## src/rtl/dphy_tx_pkg.sv

```systemverilog
// D-PHY HS transmit lane: state encodings and LP line-level constants.
package dphy_tx_pkg;

    typedef logic [2:0] dphyState_t;

    localparam logic [2:0] ST_STOP     = 3'd0;
    localparam logic [2:0] ST_HS_RQST  = 3'd1;
    localparam logic [2:0] ST_HS_PREP  = 3'd2;
    localparam logic [2:0] ST_HS_ZERO  = 3'd3;
    localparam logic [2:0] ST_HS_SYNC  = 3'd4;
    localparam logic [2:0] ST_HS_DATA  = 3'd5;
    localparam logic [2:0] ST_HS_TRAIL = 3'd6;
    localparam logic [2:0] ST_HS_EXIT  = 3'd7;

    localparam logic [7:0] SYNC_BYTE_DEF = 8'hB8;

    // {Dp, Dn}
    localparam logic [1:0] LP11 = 2'b11;
    localparam logic [1:0] LP01 = 2'b01;
    localparam logic [1:0] LP00 = 2'b00;

endpackage

```

## src/rtl/dphy_phase_timer.sv

```systemverilog
// Loadable down-counter shared by all timed phases of the HS sequencer.
module dphy_phase_timer #(
    parameter int CNT_W = 8
) (
    input  logic             byteClk,
    input  logic             rstN,
    input  logic             load,
    input  logic [CNT_W-1:0] loadVal,
    output logic             expired
);

    logic [CNT_W-1:0] count;

    always_ff @(posedge byteClk or negedge rstN) begin
        if (!rstN) begin
            count <= '0;
        end else if (load) begin
            count <= loadVal;
        end else if (count != '0) begin
            count <= count - CNT_W'(1);
        end
    end

    assign expired = (count == '0);

endmodule

```

## src/rtl/dphy_hs_tx_sequencer.sv

```systemverilog
// Sequences one D-PHY data lane through LP-11/LP-01/LP-00, HS preamble,
// payload and trail, driving LP levels, HS enables and the serializer byte.
module dphy_hs_tx_sequencer
    import dphy_tx_pkg::*;
#(
    parameter int         T_LPX      = 2,
    parameter int         T_HS_PREP  = 2,
    parameter int         T_HS_ZERO  = 6,
    parameter int         T_HS_TRAIL = 3,
    parameter int         T_HS_EXIT  = 4,
    parameter int         CNT_W      = 8,
    parameter logic [7:0] SYNC_BYTE  = SYNC_BYTE_DEF
) (
    input  logic       TxByteClk,
    input  logic       TxRst,
    input  logic       TxRequestHS,
    input  logic [7:0] TxDataHS,
    output logic       TxReadyHS,
    output logic       LpDp,
    output logic       LpDn,
    output logic       LptxEn,
    output logic       HstxEn,
    output logic       HsclkEn,
    output logic [7:0] HsData,
    output logic [2:0] DphyTxState,
    output logic       TxStopState
);

    dphyState_t       state;
    dphyState_t       nextState;
    logic             timerLoad;
    logic             timerExpired;
    logic [CNT_W-1:0] timerVal;
    logic [7:0]       hsDataD;
    logic [7:0]       hsDataQ;
    logic             lastBit;
    logic             accept;
    logic [1:0]       lpLevel;

    assign accept    = (state == ST_HS_DATA) && TxRequestHS;
    assign TxReadyHS = accept;

    always_comb begin
        nextState = state;
        unique case (state)
            ST_STOP:     if (TxRequestHS)  nextState = ST_HS_RQST;
            ST_HS_RQST:  if (timerExpired) nextState = ST_HS_PREP;
            ST_HS_PREP:  if (timerExpired) nextState = ST_HS_ZERO;
            ST_HS_ZERO:  if (timerExpired) nextState = ST_HS_SYNC;
            ST_HS_SYNC:                    nextState = ST_HS_DATA;
            ST_HS_DATA:  if (!TxRequestHS) nextState = ST_HS_TRAIL;
            ST_HS_TRAIL: if (timerExpired) nextState = ST_HS_EXIT;
            ST_HS_EXIT:  if (timerExpired) nextState = ST_STOP;
        endcase
    end

    // Timer reloads on every transition; untimed states ignore it.
    assign timerLoad = (nextState != state);

    always_comb begin
        timerVal = '0;
        unique case (nextState)
            ST_HS_RQST:  timerVal = CNT_W'(T_LPX - 1);
            ST_HS_PREP:  timerVal = CNT_W'(T_HS_PREP - 1);
            ST_HS_ZERO:  timerVal = CNT_W'(T_HS_ZERO - 1);
            ST_HS_TRAIL: timerVal = CNT_W'(T_HS_TRAIL - 1);
            ST_HS_EXIT:  timerVal = CNT_W'(T_HS_EXIT - 1);
            default:     timerVal = '0;
        endcase
    end

    dphy_phase_timer #(
        .CNT_W(CNT_W)
    ) uTimer (
        .byteClk(TxByteClk),
        .rstN   (TxRst),
        .load   (timerLoad),
        .loadVal(timerVal),
        .expired(timerExpired)
    );

    // Trail drives the complement of the final payload bit.
    always_comb begin
        hsDataD = 8'h00;
        if (nextState == ST_HS_SYNC) begin
            hsDataD = SYNC_BYTE;
        end else if (accept) begin
            hsDataD = TxDataHS;
        end else if (nextState == ST_HS_TRAIL) begin
            hsDataD = {8{~lastBit}};
        end
    end

    always_ff @(posedge TxByteClk or negedge TxRst) begin
        if (!TxRst) begin
            state   <= ST_STOP;
            hsDataQ <= 8'h00;
            lastBit <= 1'b0;
        end else begin
            state   <= nextState;
            hsDataQ <= hsDataD;
            if (state == ST_STOP) begin
                lastBit <= 1'b0;
            end else if (accept) begin
                lastBit <= TxDataHS[7];
            end
        end
    end

    always_comb begin
        lpLevel = LP11;
        LptxEn  = 1'b1;
        HstxEn  = 1'b0;
        HsclkEn = 1'b0;
        unique case (state)
            ST_HS_RQST: lpLevel = LP01;
            ST_HS_PREP: begin
                lpLevel = LP00;
                HsclkEn = 1'b1;
            end
            ST_HS_ZERO, ST_HS_SYNC, ST_HS_DATA, ST_HS_TRAIL: begin
                lpLevel = LP00;
                LptxEn  = 1'b0;
                HstxEn  = 1'b1;
                HsclkEn = 1'b1;
            end
            default: ;
        endcase
    end

    assign {LpDp, LpDn} = lpLevel;
    assign HsData       = hsDataQ;
    assign DphyTxState  = state;
    assign TxStopState  = (state == ST_STOP);

endmodule

```

## config.mk

```make
export PLATFORM = sky130hd
export DESIGN_NAME = dphy_hs_tx_sequencer
export DESIGN_NICKNAME = d
export VERILOG_FILES = /design/src/rtl/dphy_tx_pkg.sv /design/src/rtl/dphy_phase_timer.sv /design/src/rtl/dphy_hs_tx_sequencer.sv
export SDC_FILE = /design/constraint.sdc
export NUM_CORES = 1
export LEC_CHECK = 0
export CAP_MARGIN = 20
export CORE_ASPECT_RATIO = 1.4
export CORE_MARGIN = 8
export CORE_UTILIZATION = 49
export CTS_BUF_LIST = sky130_fd_sc_hd__clkbuf_8
export CTS_CLUSTER_SIZE = 28
export DETAILED_ROUTE_END_ITERATION = 16
export GPL_ROUTABILITY_DRIVEN = 0
export GPL_TIMING_DRIVEN = 0
export HOLD_SLACK_MARGIN = 0.1
export MAX_ROUTING_LAYER = met4
export PLACE_DENSITY = 0.8
export SYNTH_ARGS = -nofsm -noshare
export SYNTH_HDL_FRONTEND = slang
export SYNTH_SLANG_ARGS = --single-unit
export TNS_END_PERCENT = 50
```

## constraint.sdc

```tcl
create_clock -name TxByteClk -period 2.45 [get_ports TxByteClk]
set_input_delay 0.49 -clock TxByteClk [delete_from_list [all_inputs] [get_ports TxByteClk]]
set_output_delay 0.49 -clock TxByteClk [all_outputs]
set_load 0.005 [all_outputs]
```

Word-level counts from Yosys, hierarchy flattened
Index checks and enable logic that the tools add are counted.
{ "classes": {"addsub": 1, "n_eq_ne": 14, "n_mux": 20, "bitwise": 1, "n_reduce_logical": 9} }
{ "ops": {"columns": ["operator", "n"], "rows": [
  ["2-to-1 mux 8 bit", 5],
  ["one-hot mux 3 bit (8 select lines)", 1],
  ["equality test 3 bit (second input constant)", 7],
  ["2-to-1 mux 3 bit", 7],
  ["equality test 3 x 2 -> 1 bit (second input constant)", 4],
  ["one-hot mux 3 bit (4 select lines)", 1],
  ["logical NOT 8 bit", 1],
  ["nonzero test 8 bit", 1],
  ["subtractor 8 x 1 -> 8 bit (second input constant)", 1],
  ["equality test 3 x 1 -> 1 bit (second input constant)", 2],
  ["2-to-1 mux 1 bit", 5],
  ["OR reduction 5 bit", 1],
  ["one-hot mux 2 bit (2 select lines)", 1],
  ["nonzero test 2 bit", 2],
  ["OR reduction 4 bit", 1],
  ["logical NOT 3 bit", 1],
  ["inequality test 3 bit", 1],
  ["OR reduction 2 bit", 1],
  ["logical AND 1 bit", 1],
  ["NOT 1 bit", 1]
]} }
{ "word_totals": {"regBits": 20, "inputBits": 11, "output_inout_bits": 18, "word_cells": 49} }

Longest topological paths before layout
{ "logic_depth": {"word_depth": 7, "mapped_depth": 9, "ltp_nobuf": 7} }

Modules after synthesis
From an unflattened synthesis, not the netlist that was laid out.
{ "unflattened": {"hier_cells": 132, "area_unflattened_um2": 1161.1} }
{ "by_module_without_submodules": {"columns": ["mod", "n_inst", "cells_per_inst", "area_per_inst_um2"], "rows": [
  ["dphy_hs_tx_sequencer", 1, 78, 684.4],
  ["dphy_phase_timer", 1, 54, 476.7]
]} }

Least setup slack after synthesis
No wires, ideal clock.
{ "synth_path": {"path_type": "reg2reg", "startpoint": "register uTimer.count[0]", "endpoint": "register hsDataQ[5], in the netlist HsData[5]", "arrival_time_ps": 1936, "required_ps": 2380, "slack_ps": 445, "path_stages_with_launch": 10, "n_path_buf": 2, "period_less_slack_ps": 2005, "path_cell_list": "dfrtp_1 -> inv_1 -> ha_1 -> or3b_1 -> clkbuf_1 -> o221ai_2 -> nand3_2 -> or3_1 -> buf_6 -> nand3_1"} }
{ "synth_via": {"elab_chain_len": 7, "elab_cells_between_ends": 12} }
{ "synth_rtl": {"columns": ["item", "line", "source"], "rows": [
  ["start, declared", "dphy_phase_timer.sv:12", "logic [CNT_W-1:0] count;"],
  ["start signal, assigned", "dphy_phase_timer.sv:18", "count <= loadVal;"],
  ["start signal, assigned", "dphy_phase_timer.sv:20", "count <= count - CNT_W'(1);"],
  ["logical NOT 8 bit *", "dphy_phase_timer.sv:24", "assign expired = (count == '0);"],
  ["2-to-1 mux 3 bit, on equally long branches", null, null],
  ["one-hot mux 3 bit (8 select lines) *", "dphy_hs_tx_sequencer.sv:45", "unique case (state)"],
  ["net nextState[0]", "dphy_hs_tx_sequencer.sv:30", "dphyState_t nextState;"],
  ["equality test 3 bit", "dphy_hs_tx_sequencer.sv:89", "end else if (nextState == ST_HS_TRAIL) begin"],
  ["2-to-1 mux 8 bit", "dphy_hs_tx_sequencer.sv:89", null],
  ["2-to-1 mux 8 bit", "dphy_hs_tx_sequencer.sv:87", "end else if (accept) begin"],
  ["2-to-1 mux 8 bit *", "dphy_hs_tx_sequencer.sv:85", "if (nextState == ST_HS_SYNC) begin"],
  ["net hsDataD[5]", "dphy_hs_tx_sequencer.sv:34", "logic [7:0] hsDataD;"],
  ["end signal, assigned", "dphy_hs_tx_sequencer.sv:101", "hsDataQ <= hsDataD;"],
  ["end, declared", "dphy_hs_tx_sequencer.sv:35", "logic [7:0] hsDataQ;"]
]} }
Mark *: on every way through the listed nets, which the timed path passes. The rest lies on a longest branch.
A chain may end at the register's enable or synchronous reset.

Final worst setup path
{ "layout_path": {"startpoint": "register state[1], in the netlist DphyTxState[1]", "endpoint": "output TxStopState"} }
{ "layout_via": {"elab_chain_len": 1} }
{ "layout_rtl": {"columns": ["item", "line", "source"], "rows": [
  ["start, declared", "dphy_hs_tx_sequencer.sv:29", "dphyState_t state;"],
  ["start signal, assigned", "dphy_hs_tx_sequencer.sv:100", "state <= nextState;"],
  ["logical NOT 3 bit", "dphy_hs_tx_sequencer.sv:134", "assign TxStopState = (state == ST_STOP);"],
  ["end, declared", "dphy_hs_tx_sequencer.sv:26", "output logic TxStopState"]
]} }
No other way between the ends.

==> run summary <==
In this run the tightest slew margin relative to its limit is 42.7%. The run gives 0 as the initial antenna violation count. Across the VDD grid, the largest voltage drop is 927 uV. STA classifies the critical path endpoint as an output pin. For the number of maximum-capacitance violations, the log shows 0. After detailed routing, the average wire length per cell comes to 15.1 um. The tools report the launch point of the worst path as DphyTxState[1]. In this run, placement finished with an instance count of 170. After filler insertion, the fill cell instance count of the layout stands at 165. Ranked by total cell area, the synthesized netlist is headed by sky130_fd_sc_hd__dfrtp_1 (47%), sky130_fd_sc_hd__nand2_1 (6.3%), sky130_fd_sc_hd__o21ai_0 (3.3%).

Global routing used 13.8% of the available tracks across all layers. The mapped netlist covers 0.00107 mm2. Global routing finished with a remaining overflow of 0. The average vias per placed instance came out at 5.81. The data required time at the worst endpoint was 1.96 ns; the antenna violation net count after detailed routing was 0.

From bottom edge to top edge, the die measures 71.4 um. Yosys mapped the design onto 36 distinct sky130hd cell types. For this block, the via count after detailed routing is 1,005. The maximum number of buffers from clock root to sink was 2; the data arrival time of the worst path was 1.90 ns. When the netlist entered floorplanning its net count stood at 132.

The power per unit of standard cell area was 1370 mW/mm2. TritonCTS built the clock tree. Entering global routing, the biggest net connects 21 pins.

The critical path ends at TxStopState. Class of the worst hold path: reg2reg. The worst register-to-register path has a setup slack of 0.27 ns. Summing all placed instances gives a cell area of 0.00138 mm2. In this run, synthesis produced a sequential element count of 20. The biggest fanout along the worst timing path was 10; the core area was 0.00213 mm2. The number of cells on the worst reg-to-reg path is 9. The total count of hold-check failures in the final report was 0; the clock transition at the registers of the reported paths was 0.07 ns.

In the final layout, the share of cells above drive strength 1 is 9.27%. The count of routing violations after the opening detailed-route iteration came out at 40. For the initial core utilization, the log shows 50.5%. The first global-routing pass estimated 4.40 mm of wire. The final layout contains 164 nets. The horizontal extent of the die came out at 55.6 um. The tools report the buffer cell driving the clock tree root as sky130_fd_sc_hd__clkbuf_8. In this run the critical register-to-register path is launched from uTimer.count[0].

The nature of the critical path startpoint is a flop. The slew at the pin closest to its max-slew limit was 0.857 ns; the final antenna diode count was 0. Of all cell types, the one taking the most synthesized area is sky130_fd_sc_hd__dfrtp_1. Summed over all cells, the static leakage comes to 0.664 nW.

The Yosys step of the flow raised 0 warnings. Startpoint-to-endpoint class of the critical path: reg2out. The synthesized design devotes to its leading area cell type 46.6% of total area.

For the final-report max-slew violation count, the log shows 0. The floorplan step defined a die boundary enclosing 0.00397 mm2. The sink count of the clock tree was 20; the share of async-settable or async-resettable flops after synthesis was 100%. Counting flops with a built-in enable in the synthesized netlist gives 0.

The floorplan has 20 rows. The tools report the total number of H-tree levels as 1. The number of I/O pins was 29; the sequential area share after synthesis was 46.6%. The final total power is 2.00 mW. Setup repair after global routing left no endpoint under its margin.

On the final layout, the worst hold slack is 0.545 ns. For this run, the share of the core covered by cells in the final layout is 68.7%. The period utilization came out at 97.5%. The final design instance area without fill came out at 0.00146 mm2. The finished layout holds 173 standard cells, fillers aside. The most used flip-flop cell after synthesis is sky130_fd_sc_hd__dfrtp_1. The later pin in the worst-skew pair is clocked with a latency of 0.26 ns. During placement, the flow inserted port buffers numbering 28. Via count of the first global-routing pass: 962. The total routed wirelength is 2.61 mm, and the mean area per synthesized cell is 8.96 um2. The routed design could run at a clock period as short as 2.39 ns.

Half-perimeter wire length after placement: 1.95 mm. For this run, design rule violations remaining after detail routing come to 0. Clock skew on the completed layout was measured at 0.000876 ns. From synthesis to final layout, the design area changed by 36.0%.

The maximum clock frequency was 0.419 GHz. Clock tree synthesis inserted a total of 3 buffers. Setup violations remaining at the end of the flow were counted as 0. The number of instances in the synthesized netlist was 120. The tools report the first-pass detailed-route iteration total as 4. The endpoint identified for the worst register-to-register timing path is HsData[4]. The flow ran to the end, and the final reports show no timing, DRC or antenna violations.
-- kinds of logic (layout without fill, tap and decap cells) --
family | count (synthesis) | count (layout) | share of synthesized area (%)
DFF | 20 | 20 | 46.6
AOI/OAI and AO/OA | 23 | 23 | 14.6
xor gates and xnor gates | 6 | 6 | 4.89
buffers and inverters | 13 | 44 | 5.24
adders and majority gates | 1 | 1 | 1.16
muxes | 1 | 1 | 0.931
and+or+nand+nor | 56 | 56 | 26.7
-- power by group --
group          leakage [nW]  internal (mW)  total [mW]  switching, mW
combinational         0.375          0.577        1.10          0.519
sequential            0.254          0.462       0.577          0.114
clock                0.0357          0.218       0.332          0.114
total                 0.664           1.26        2.00          0.747
-- cells in the final DEF (no fill, tap or decap), types with 2 or more instances in the layout --
cell / instances
sky130_fd_sc_hd__nand2_1: 18
sky130_fd_sc_hd__or3_1: 4
sky130_fd_sc_hd__nor4_1: 2
sky130_fd_sc_hd__nand3_1: 6
sky130_fd_sc_hd__o21ai_0: 7
sky130_fd_sc_hd__nor2_1: 9
sky130_fd_sc_hd__xor2_1: 3
sky130_fd_sc_hd__inv_1: 6
sky130_fd_sc_hd__o31ai_1: 2
sky130_fd_sc_hd__nor2b_1: 4
sky130_fd_sc_hd__xnor2_1: 3
sky130_fd_sc_hd__nand2b_1: 2
sky130_fd_sc_hd__nor3_1: 3
sky130_fd_sc_hd__clkdlybuf4s50_1: 28
sky130_fd_sc_hd__clkbuf_1: 2
sky130_fd_sc_hd__a21oi_1: 4
sky130_fd_sc_hd__clkbuf_8: 3
sky130_fd_sc_hd__buf_2: 2
sky130_fd_sc_hd__dfrtp_1: 19
-- per-stage QoR --
stage | TNS, ns | setup slack (ns)
2_1_floorplan | 0 | 0.445
3_3_place_gp | -0.116 | -0.116
3_5_place_dp | -0.113 | -0.113
4_1_cts | 0 | 0.00458
5_1_grt | 0 | 0.00558
6_report | 0 | 0.0621
-- sequential cells by signal, summed over array words and instances, names as in the netlist --
name,count
HsData,8
uTimer.count,8
DphyTxState,3
lastBit,1
-- how the worst min path moves through the flow --
stage                 start              to  slack [ns]  cells past startpoint
finish              lastBit         lastBit        0.55                      2
global route        lastBit         lastBit        0.58                      2
CTS                 lastBit         lastBit        0.54                      2
detailed placement  lastBit         lastBit        0.53                      2
global placement    lastBit         lastBit        0.52                      2
floorplan             TxRst  DphyTxState[0]        0.19                      0
-- layout make-up --
class                   count  area (um2)  area share [%]
clock buffers               3        41.3            2.83
well taps                  22        27.5            1.88
plain buffers               6        33.8            2.31
flip-flops and latches     20         502            34.3
multi-input cells          87         524            35.9
inverters                   6        22.5            1.54
repair buffers             28         280            19.2
clock inverters             1        30.0            2.05
-- Yosys cell counts, types with 2 or more instances --
library cell	number
sky130_fd_sc_hd__nor3_1	3
sky130_fd_sc_hd__nor2_1	9
sky130_fd_sc_hd__xor2_1	3
sky130_fd_sc_hd__o31ai_1	2
sky130_fd_sc_hd__nand3_1	6
sky130_fd_sc_hd__a21oi_1	4
sky130_fd_sc_hd__xnor2_1	3
sky130_fd_sc_hd__and3_1	2
sky130_fd_sc_hd__clkbuf_1	5
sky130_fd_sc_hd__nor2b_1	4
sky130_fd_sc_hd__or3_1	5
sky130_fd_sc_hd__dfrtp_1	20
sky130_fd_sc_hd__nor4_1	2
sky130_fd_sc_hd__nand2_1	18
sky130_fd_sc_hd__nand2b_1	2
sky130_fd_sc_hd__inv_1	6
sky130_fd_sc_hd__o21ai_0	7
-- worst max-delay path, cell delays in order (launching register included) --
cell,delay [ns]
sky130_fd_sc_hd__dfrtp_2,0.46
sky130_fd_sc_hd__clkbuf_2,0.19
sky130_fd_sc_hd__or3_4,0.40
sky130_fd_sc_hd__inv_1,0.08
sky130_fd_sc_hd__clkdlybuf4s50_1,0.50
-- what timing repair did --
item,in CTS,in global routing
hold buffers,0,0
resized for setup,3,4
setup endpoints to repair,4,4
hold endpoints to repair,0,0
buffers inserted,0,0
-- routing by layer --
metal	vias up	share of wire, %	track usage (%)
met2	37	52	22.8
met5	-	0	-
met3	5	5.0	2.12
li1	483	-	-
met1	480	40	15.0
met4	0	2.9	9.07
(Power assumes the default switching activity.)
==> RTL edit (same settings) <==
`CNT_W` is set to 8 in 2 places; all go to 10.
--- a/src/rtl/dphy_phase_timer.sv
+++ b/src/rtl/dphy_phase_timer.sv
@@ -1,6 +1,6 @@
 // Loadable down-counter shared by all timed phases of the HS sequencer.
 module dphy_phase_timer #(
-    parameter int CNT_W = 8
+    parameter int CNT_W = 10
 ) (
     input  logic             byteClk,
     input  logic             rstN,
--- a/src/rtl/dphy_hs_tx_sequencer.sv
+++ b/src/rtl/dphy_hs_tx_sequencer.sv
@@ -8,7 +8,7 @@
     parameter int         T_HS_ZERO  = 6,
     parameter int         T_HS_TRAIL = 3,
     parameter int         T_HS_EXIT  = 4,
-    parameter int         CNT_W      = 8,
+    parameter int         CNT_W      = 10,
     parameter logic [7:0] SYNC_BYTE  = SYNC_BYTE_DEF
 ) (
     input  logic       TxByteClk,
Function: same outputs for any inputs over 10 cycles, from zero or initial values and one cycle with TxRst low; that may be too few to reach the edited logic, so the function may still have changed.
==> RTL edit against the original RTL <==
Clock skew about the same. Count of clock-buffer cells in the layout rose by 1. Total power up 9.7%. Area after synthesis grew 20%. Wire length is 29% higher. Via count is 20% higher. Synthesized cell count increased by 22%. Maximum frequency is 0.12% higher. Worst setup slack improved by 0.0029 ns. Sequential cell count rose by 2. Utilization shrank 1.4 points. Design area grew 18%.
==> RTL edit: results (changes against the original RTL) <==
placed_design:
  io_buffers: 28  # unchanged
  dpl.hpwl_mm: 2.57  # was 1.95 mm
  dp_slack_ns: -0.154  # was -0.113 ns
final_layout:
  regMostFlops: "uTimer.count"
  fillerInstances: 219  # was 165
  nets: 191  # was 164
  layout.cells.non_filler: 214  # was 173
  layout-drive-gt1-share: 0.101  # was 0.0927
  n_antenna_cell: 0  # unchanged
  largest_reg_flops: 10
clock_network:
  htreeDepth: 1  # unchanged
  clock_tree.root_cell: "clkbuf_8"  # unchanged
  postCtsSetupRepairBufs: 0  # unchanged
  cts_made_buffers: 3  # unchanged
  cts_buffer_depth: 2  # unchanged
  clk_latency_ns: 0.27
  clkTransAtPathRegs_ns: 0.08
timing:
  max-slew-margin-rel: 0.493  # was 0.427
  skew_ns: 0.00116  # was 0.000876 ns
grt:
  grt_pass1_vias: 1262  # was 962
  grtUsageTotal: 0.162  # was 0.138
  grt_pass1_wl_mm: 5.69  # was 4.40 mm
  grt_max_degree: 23  # was 21
  antenna_found_initial: 0  # unchanged
route:
  drt_first_pass_iters: 4  # unchanged
  wl_mm: 3.39  # was 2.61 mm
  vias: 1210  # was 1005
  drtIter0Drc: 65  # was 40
synth:
  synthTopCellsByArea: "dfrtp_1 (43%), nand2_1 (4.7%), a21oi_1 (4.3%)"  # was dfrtp_1 (47%), nand2_1 (6.3%), o21ai_0 (3.3%)
  yosysSeqAreaShare: 0.428  # was 0.466
  syn_inst: 146  # was 120
  ys_types: 38  # was 36
  synth_xor_area_frac: 0.0545  # was 0.0489
  yosysWarnings: 0  # unchanged
  syn-num-nets: 158  # was 132
  synth_compound_area_frac: 0.206  # was 0.146
  ys.flop_type: "dfrtp_1"  # unchanged
  synth_common_cells: "dfrtp_1 (22), nand2_1 (16), nor2_1 (13)"  # was dfrtp_1 (20), nand2_1 (18), nor2_1 (9)
  synth_adder_area_share: 0.00974  # was 0.0116
  synthMuxAreaShare: 0.0234  # was 0.00931
  synthArstFlopShare: 1.00  # unchanged
critical_path:
  max_stage_delay_ns: 0.54  # was 0.50 ns
  cp_slowest_cell: "clkdlybuf4s50_1"  # unchanged
  path_max_fanout: 11  # was 10
status:
  status: "finished clean"  # unchanged
worst_hold_path:
  hold_class: "in -> async"  # was reg -> reg
power:
  leakage_nw: 0.709  # was 0.664 nW
  switching_share: 0.414  # was 0.373
  ir_drop_v: 0.000724  # was 0.000927 V
## RTL edit: cell types whose count changed after synthesis, moves of 3 or more
| cell | before | now |
|---|---|---|
| o311ai_0 | 0 | 4 |
| nand3_1 | 6 | 3 |
| a21oi_1 | 4 | 11 |
| buf_2 | 0 | 3 |
| a211oi_1 | 0 | 3 |
| nor2_1 | 9 | 13 |
## RTL edit: worst max-delay path, delay by kind of cell, from the launching register on
family | cells | cell delay, ns
buffers and inverters | 1 | 0.54
DFF | 1 | 0.49
and+or+nand+nor | 2 | 0.60
## RTL edit: power groups by stage
| stage | clock (W) | sequential (W) | combinational [W] |
|---|---|---|---|
| after floorplan | 0 | 0.000653 | 0.000705 |
| after global placement | 0 | 0.000676 | 0.00117 |
| after detailed placement | 0 | 0.000688 | 0.00120 |
| after CTS | 0.000267 | 0.000698 | 0.00120 |
| after global routing | 0.000284 | 0.000725 | 0.00137 |
| final | 0.000266 | 0.000703 | 0.00123 |
## RTL edit: layout make-up
class / count / area (sq um) / share of cell area
sequential: 22 / 553 / 0.321
inverter: 8 / 30.0 / 0.0174
tap: 36 / 45.0 / 0.0261
buffer: 8 / 40.0 / 0.0232
clock buffer: 4 / 55.1 / 0.0319
timing repair buffer: 29 / 308 / 0.179
multi-input combinational: 107 / 693 / 0.402
## RTL edit: repair_timing
| action | 4_1_cts | 5_1_grt |
|---|---|---|
| endpoints found under the setup margin | 7 | 17 |
| gates resized for setup | 5 | 9 |
| pin swaps | 0 | 1 |
## RTL edit: per-stage QoR
stage | hold WS [ns] | area [sq um] | total power [W]
2_1_floorplan | 0.194 | 1280 | 0.00136
3_3_place_gp | 0.554 | 1610 | 0.00184
3_5_place_dp | 0.558 | 1610 | 0.00189
4_1_cts | 0.576 | 1680 | 0.00216
5_1_grt | 0.421 | 1720 | 0.00238
6_report | 0.418 | 1720 | 0.00220
## RTL edit: path summary, 6_finish.rpt
path | cells past startpoint | slack (ns) | endpoint | start
setup reg to reg | 8 | 0.11 | uTimer.count[1]$_DFFE_PN0P_ | uTimer.count[0]$_DFFE_PN0P_
hold reg to reg | 2 | 0.59 | lastBit$_DFFE_PN0P_ | lastBit$_DFFE_PN0P_
hold / removal | 1 | 0.42 | HsData[6]$_DFF_PN0_ | TxRst
min in group TxByteClk | 2 | 0.59 | lastBit$_DFFE_PN0P_ | lastBit$_DFFE_PN0P_
setup / recovery | 3 | 0.07 | TxReadyHS | DphyTxState[1]$_DFF_PN0_
max in group asynchronous | 2 | 1.67 | DphyTxState[0]$_DFF_PN0_ | TxRst
## RTL edit: per-layer routing
layer,share of wire,GRT usage,vias to the layer above
met1,0.37,0.153,572
met2,0.54,0.284,39
met4,0.016,0.0793,0
li1,-,-,594
met3,0.074,0.0439,5
met5,0,-,-
